===== src/rtl/if_pc_unit.sv =====
// ---------------------------------------------------------------------------
// if_pc_unit -- program-counter unit for the instruction-fetch stage.
//
// Produces the fetch PC every cycle, choosing between a sequential increment,
// a branch redirect and a jump redirect. A global enable, a hazard stall and
// a sticky RUN/HALTED state machine gate PC updates. A saturating count of PC
// advances and a sticky redirect-misalignment flag are exported for debug.
//
// Optional feature (compile-time macro STEP_EN): when defined, an i_step
// pulse while HALTED (with i_enable=1) performs one next-PC evaluation using
// the RUN priority rules while the unit stays HALTED. When undefined, i_step
// is ignored and HALTED is left only through reset.
//
// Parameters:
//   PC_WIDTH  - width of all PC / target buses
//   RESET_PC  - PC loaded on reset (PC_STEP aligned)
//   PC_STEP   - sequential increment (power of two, >= 1)
//   CNT_WIDTH - width of the saturating fetch counter
//
// Ports:
//   i_clk, i_reset         - rising-edge clock, async active-high reset
//   i_enable               - global run enable; 0 holds everything
//   i_stall                - hazard stall; holds PC unless redirected
//   i_halt                 - enter HALTED (PC not updated on that edge)
//   i_branch_taken/_target - branch redirect (highest priority)
//   i_jump/_target         - jump redirect
//   i_step                 - single-step pulse (STEP_EN builds only)
//   o_pc                   - registered fetch PC
//   o_pc_plus              - o_pc + PC_STEP
//   o_valid                - o_pc is a live fetch this cycle
//   o_halted               - unit is HALTED
//   o_misalign             - sticky: a redirect target had low bits set
//   o_fetch_cnt            - saturating count of PC advances
// ---------------------------------------------------------------------------
module if_pc_unit #(
    parameter int                     PC_WIDTH  = 32,
    parameter logic [PC_WIDTH-1:0]    RESET_PC  = {PC_WIDTH{1'b0}},
    parameter int                     PC_STEP   = 4,
    parameter int                     CNT_WIDTH = 16
) (
    input  logic                      i_clk,
    input  logic                      i_reset,
    input  logic                      i_enable,
    input  logic                      i_stall,
    input  logic                      i_halt,
    input  logic                      i_branch_taken,
    input  logic [PC_WIDTH-1:0]       i_branch_target,
    input  logic                      i_jump,
    input  logic [PC_WIDTH-1:0]       i_jump_target,
    input  logic                      i_step,
    output logic [PC_WIDTH-1:0]       o_pc,
    output logic [PC_WIDTH-1:0]       o_pc_plus,
    output logic                      o_valid,
    output logic                      o_halted,
    output logic                      o_misalign,
    output logic [CNT_WIDTH-1:0]      o_fetch_cnt
);

    localparam logic [0:0] ST_RUN    = 1'b0;
    localparam logic [0:0] ST_HALTED = 1'b1;

    localparam logic [PC_WIDTH-1:0]  STEP_VEC = PC_WIDTH'(PC_STEP);
    // Bits below the step granularity; all zero when PC_STEP == 1, which
    // naturally disables both masking and misalignment detection.
    localparam logic [PC_WIDTH-1:0]  LOW_MASK = PC_WIDTH'(PC_STEP - 1);
    localparam logic [CNT_WIDTH-1:0] CNT_MAX  = {CNT_WIDTH{1'b1}};

    // Clear the sub-step bits of a redirect target.
    function automatic logic [PC_WIDTH-1:0] align_target(input logic [PC_WIDTH-1:0] t);
        return t & ~LOW_MASK;
    endfunction

    // True when a redirect target would have been truncated by alignment.
    function automatic logic target_misaligned(input logic [PC_WIDTH-1:0] t);
        return |(t & LOW_MASK);
    endfunction

    logic [0:0]           state_r;
    logic [PC_WIDTH-1:0]  pc_r;
    logic                 misalign_r;
    logic [CNT_WIDTH-1:0] cnt_r;

    logic [0:0]           next_state_s;
    logic [PC_WIDTH-1:0]  next_pc_s;
    logic [PC_WIDTH-1:0]  pc_plus_s;
    logic [PC_WIDTH-1:0]  raw_target_s;
    logic                 redirect_s;
    logic                 step_req_s;
    logic                 eval_s;
    logic                 advance_s;
    logic                 set_misalign_s;
    logic                 valid_s;

`ifdef STEP_EN
    assign step_req_s = i_step;
`else
    // Step is architecturally ignored in this build.
    assign step_req_s = i_step & 1'b0;
`endif

    // Next-PC evaluation, halt transition, advance and flag qualifiers.
    always_comb begin
        pc_plus_s      = pc_r + STEP_VEC;
        redirect_s     = i_branch_taken | i_jump;
        raw_target_s   = i_branch_taken ? i_branch_target : i_jump_target;
        eval_s         = 1'b0;
        next_state_s   = state_r;
        valid_s        = 1'b0;
        case (state_r)
            ST_RUN: begin
                // Halt wins over any redirect or increment on its edge.
                eval_s  = i_enable & ~i_halt;
                valid_s = i_enable & ~i_stall & ~i_reset;
                if (i_enable && i_halt) begin
                    next_state_s = ST_HALTED;
                end else begin
                    next_state_s = ST_RUN;
                end
            end
            ST_HALTED: begin
                eval_s       = i_enable & step_req_s;
                valid_s      = i_enable & step_req_s & ~i_stall & ~i_reset;
                next_state_s = ST_HALTED;
            end
            default: begin
                eval_s       = 1'b0;
                valid_s      = 1'b0;
                next_state_s = ST_RUN;
            end
        endcase

        // A redirect overrides a stall and counts even if it targets o_pc.
        if (eval_s && redirect_s) begin
            next_pc_s = align_target(raw_target_s);
        end else if (eval_s && !i_stall) begin
            next_pc_s = pc_plus_s;
        end else begin
            next_pc_s = pc_r;
        end
        advance_s      = eval_s & (redirect_s | ~i_stall);
        set_misalign_s = eval_s & redirect_s & target_misaligned(raw_target_s);
    end

    // State, PC, sticky misalignment flag and saturating fetch counter.
    always_ff @(posedge i_clk or posedge i_reset) begin
        if (i_reset) begin
            state_r    <= ST_RUN;
            pc_r       <= RESET_PC;
            misalign_r <= 1'b0;
            cnt_r      <= {CNT_WIDTH{1'b0}};
        end else begin
            state_r    <= next_state_s;
            pc_r       <= next_pc_s;
            misalign_r <= misalign_r | set_misalign_s;
            if (advance_s && (cnt_r != CNT_MAX)) begin
                cnt_r <= cnt_r + {{(CNT_WIDTH-1){1'b0}}, 1'b1};
            end else begin
                cnt_r <= cnt_r;
            end
        end
    end

    assign o_pc        = pc_r;
    assign o_pc_plus   = pc_plus_s;
    assign o_valid     = valid_s;
    assign o_halted    = (state_r == ST_HALTED);
    assign o_misalign  = misalign_r;
    assign o_fetch_cnt = cnt_r;

endmodule


===== config.mk =====
export PLATFORM = sky130hd
export DESIGN_NAME = if_pc_unit
export DESIGN_NICKNAME = d
export VERILOG_FILES = /design/src/rtl/if_pc_unit.sv
export SDC_FILE = /design/constraint.sdc
export NUM_CORES = 1
export LEC_CHECK = 0
export ABC_AREA = 1
export CAP_MARGIN = 20
export CORE_MARGIN = 3
export CORE_UTILIZATION = 26
export DETAILED_ROUTE_END_ITERATION = 12
export PLACE_DENSITY = 0.55
export SLEW_MARGIN = 30
export SYNTH_ARGS = -nofsm -noshare
export SYNTH_HDL_FRONTEND = slang
export SYNTH_SLANG_ARGS = --single-unit
export TNS_END_PERCENT = 20

===== constraint.sdc =====
create_clock -name i_clk -period 1.83 [get_ports i_clk]
set_input_delay 0.366 -clock i_clk [delete_from_list [all_inputs] [get_ports i_clk]]
set_output_delay 0.366 -clock i_clk [all_outputs]
set_load 0.02 [all_outputs]

==> metrics <==
category of the worst setup path capture point output port; chip height about 130 µm; Starting Density 0.266; Final WS setup -0.250 ns; share of layout cells above drive strength 1 0.276; EDFF count, synth 0; tightest hold margin between 0.4 and 0.5 ns; power after layout ~2.4 mW; series of cell instances along the critical path buf_6 > nand2_4 > nor2_4 > nand2_4 > nor2_4 > nand2_1 > nand2_1 > nand2_1 > buf_6; number of input and output port buffers inserted around 150; clock sinks 48; drt initial violations roughly 280; Worst Path Required 1.46 ns; insertion delay of the later-clocked pin in the worst-skew pair around 0.3 ns; P&R area growth vs syn 80.1%; max incr delay on CP 0.39 ns; Final Hold Viols 0; Endpoint, Worst Hold o_misalign$_DFF_PP0_; count of maximum capacitance violations 0; maximum root-to-sink buffer count 2; final clock period utilization by the worst path 1.14; filler instances around 1400; via count of the first global-routing pass 4574; Max rail drop VDD ~0.43 mV; result of the run complete, but fails checks; worst-path maximum fanout 6; r2r endpoint o_fetch_cnt[1]$_DFFE_PP0P_; footprint of the flip-flops and latches between 1000 and 1500 µm²; TritonCTS clock tree done; CP max-delay cell dfrtp_2; area fraction of the dominant cell type after synthesis 0.324; routed vias/inst 4.49; fraction of power spent switching nets 0.229; post-synthesis compound-gate area fraction 0.0958; largest family of logic cells by synthesized area simple AND/OR/NAND/NOR gates; top_reg_cell synth dfrtp_1; Post-Synth Simple-Gate Area 0.434; cell types with the largest area share after synthesis dfrtp_1, nand2_1, nand3_1; Comb pwr share 0.108; DRT antenna net count 0; Most Frequent Cell on Critical Path nand2_1; sw power 558 µW; die width 125 µm; half-perimeter wire length of the detailed placement result 11.4 mm; count of state elements after synthesis between 40 and 50; H-tree Lvls 2; dominant cell type by area after synthesis dfrtp_1; reg-to-reg setup timing slack approximately 0.2 ns; Internal Power approximately 1.9 mW; # rows 43; class of the most critical setup path flop to output port; detailed-route wire length 14.3 mm; area occupied by multi-input gates roughly 2500 µm²; leakage power ~3.3 nW; drt drc 0; number of detailed-routing iterations run before antenna repair 4; Min Clock Period, post-route 2.08 ns; class of the most critical hold timing path flop to flop; clock tree root buffer cell clkbuf_16; hold depth 2; count of cell types in the netlist 33; startpoint of the worst hold path o_misalign$_DFF_PP0_; total vias in the final route between 4000 and 5000; mean cell area of the mapped netlist a little over 6 µm²; xor-xnor portion of the synthesized cell area 0.0425; clock slew seen by the registers of the worst setup and hold paths roughly 0.07 ns; largest net degree at the start of global routing between 40 and 50; ranking of synthesized cells by instance count nand2_1, nor2_1, inv_1, nand3_1, dfrtp_1; per-cell routed wire length 14.0 µm; power density over the cells about 360 nW/µm²; placeable core region approximately 14000 µm²; mux cell area share after synthesis 0.00270; unrepaired setup endpoints after global routing true; max-slew violation count 0; residual overflow from global routing 0; arrival time at the worst endpoint 1.71 ns; wire length of the first global-routing pass ~23 mm; number of buffer and inverter stages on the critical path 2; portion of the post-synthesis area used by sequential elements 0.324; all-layer global routing usage 0.179; antenna cell count 0; worst-case reg-to-reg path depth 9; final RePlAce weighted congestion approximately 0.9; # IOs 155; proportion of power drawn by flip-flops and latches 0.436; asr flop ratio synth 1.00; cell count after synthesis approximately 600; Final setup violation count 26; number of buffers created by CTS 5; startpoint of the lowest-slack register-to-register path o_fetch_cnt[1]$_DFFE_PP0P_; adder and majority cell fraction of the synthesized area 0.00675; clock group share of total power 0.456; area enclosed by the die boundary 15700 µm²; cell type group with the largest total delay on the critical path simple AND/OR/NAND/NOR gates; leading cell type by number of instances after synthesis nand2_1; maximum achievable frequency roughly 0.48 GHz; CP startpoint kind flop; NumNets Final 914; number of antenna violations at the first check in global routing 0; clock skew around 0.0080 ns; cell area after technology mapping ~3700 µm²; violated checks negative setup slack; Ys Warns 0
## power groups by stage
stage               logic [mW]  registers (mW)  clock network (mW)
floorplan               0.0806            1.08                   0
global placement         0.264            1.08                   0
detailed placement       0.266            1.08                   0
CTS                      0.267            1.06                1.14
global route             0.288            1.06                1.18
finish                   0.263            1.06                1.11
## per-layer routing
metal  vias to the layer above  track usage  wire length [µm]
li1                       2377            -                 -
met2                       143        0.305              6850
met4                         0       0.0389               229
met5                         -            0                 0
met3                        15       0.0346               926
met1                      2049        0.237              6280
## stage by stage
step           instance area [µm²]  setup TNS, ns  worst slack, ns   util  std cells
6_report                      6680          -4.05           -0.250  0.479       1021
5_1_grt                       6680          -6.54           -0.338  0.479       1021
4_1_cts                       6410          -4.50           -0.236  0.460       1017
3_5_place_dp                  6080         -15.45           -0.511  0.436       1005
3_3_place_gp                  6080         -13.23           -0.468  0.436       1005
2_1_floorplan                 3720              0           0.0460      -        606
## tightest hold or removal path, delay by kind of cell, from the launching register on
kind / cells / cell delay [ns]
flops: 1 / 0.36
compound gates: 1 / 0.06
buf+inv: 1 / 0.05
## sequential cells by signal, summed over array words and instances (netlist names)
name         flops
o_misalign       1
o_halted         1
o_fetch_cnt     16
o_pc            30
## timing repair
item	in CTS	in global routing
hold buffers	0	0
pin swaps	19	29
buffers inserted	4	4
setup endpoints to repair	34	60
gates cloned	0	0
resized for setup	200	82
hold endpoints to repair	0	0
## logic make-up (layout without fill, tap and decap cells)
logic type               count (synthesis)  in the layout
XOR/XNOR                                18             18
AO/OA/AOI/OAI                           61             61
flip-flops                              48             48
other                                    1              4
multiplexers                             1              1
buffers and inverters                   81            316
AND/OR/NAND/NOR                        391            391
adder cells (fa/ha/maj)                  2              2
## cell usage in the layout, fill, tap and decap left out, types with 2 or more instances in the layout
master | synthesis | routed
nor2_4 | 0 | 16
a31oi_1 | 13 | 13
nand4_1 | 2 | 2
o211ai_1 | 4 | 4
o21ai_2 | 2 | 5
clkbuf_16 | 0 | 5
o21ai_1 | 4 | 8
nor2_1 | 67 | 45
nand2_2 | 3 | 28
o21ai_0 | 33 | 26
nand3_1 | 55 | 48
nor2_2 | 7 | 13
nor3_1 | 10 | 10
ha_4 | 0 | 2
nand2_1 | 243 | 214
o22ai_1 | 2 | 2
xnor2_1 | 6 | 6
dfrtp_1 | 48 | 45
buf_2 | 9 | 5
conb_1 | 1 | 4
xor2_2 | 0 | 3
dfrtp_2 | 0 | 3
nand2_4 | 1 | 4
buf_4 | 6 | 104
inv_2 | 1 | 3
clkdlybuf4s50_1 | 0 | 96
dlymetal6s2s_1 | 0 | 15
dlygate4sd2_1 | 0 | 6
buf_6 | 1 | 19
inv_1 | 55 | 53
xor2_1 | 12 | 8
nand3_2 | 0 | 6
buf_12 | 0 | 5
## worst max path at each step
stage	slack, ns	cells after the start	end	start
floorplan	0.05	7	o_pc_plus[26]	o_pc[3]$_DFFE_PP0P_
global placement	-0.47	8	o_pc_plus[22]	o_pc[2]$_DFFE_PP0P_
detailed placement	-0.51	8	o_pc_plus[22]	o_pc[2]$_DFFE_PP0P_
CTS	-0.24	9	o_pc_plus[31]	o_pc[8]$_DFFE_PP0P_
global route	-0.34	9	o_pc_plus[21]	o_pc[3]$_DFFE_PP0P_
finish	-0.25	9	o_pc_plus[21]	o_pc[3]$_DFFE_PP0P_
## area by class of cell
type	instances	area share
multi-input combinational	477	0.378
timing repair buffer	251	0.349
sequential	48	0.180
tap	180	0.0337
inverter	57	0.0324
clock buffer	5	0.0187
clock inverter	3	0.00693
No activity file was read; power rests on OpenSTA's default activity.
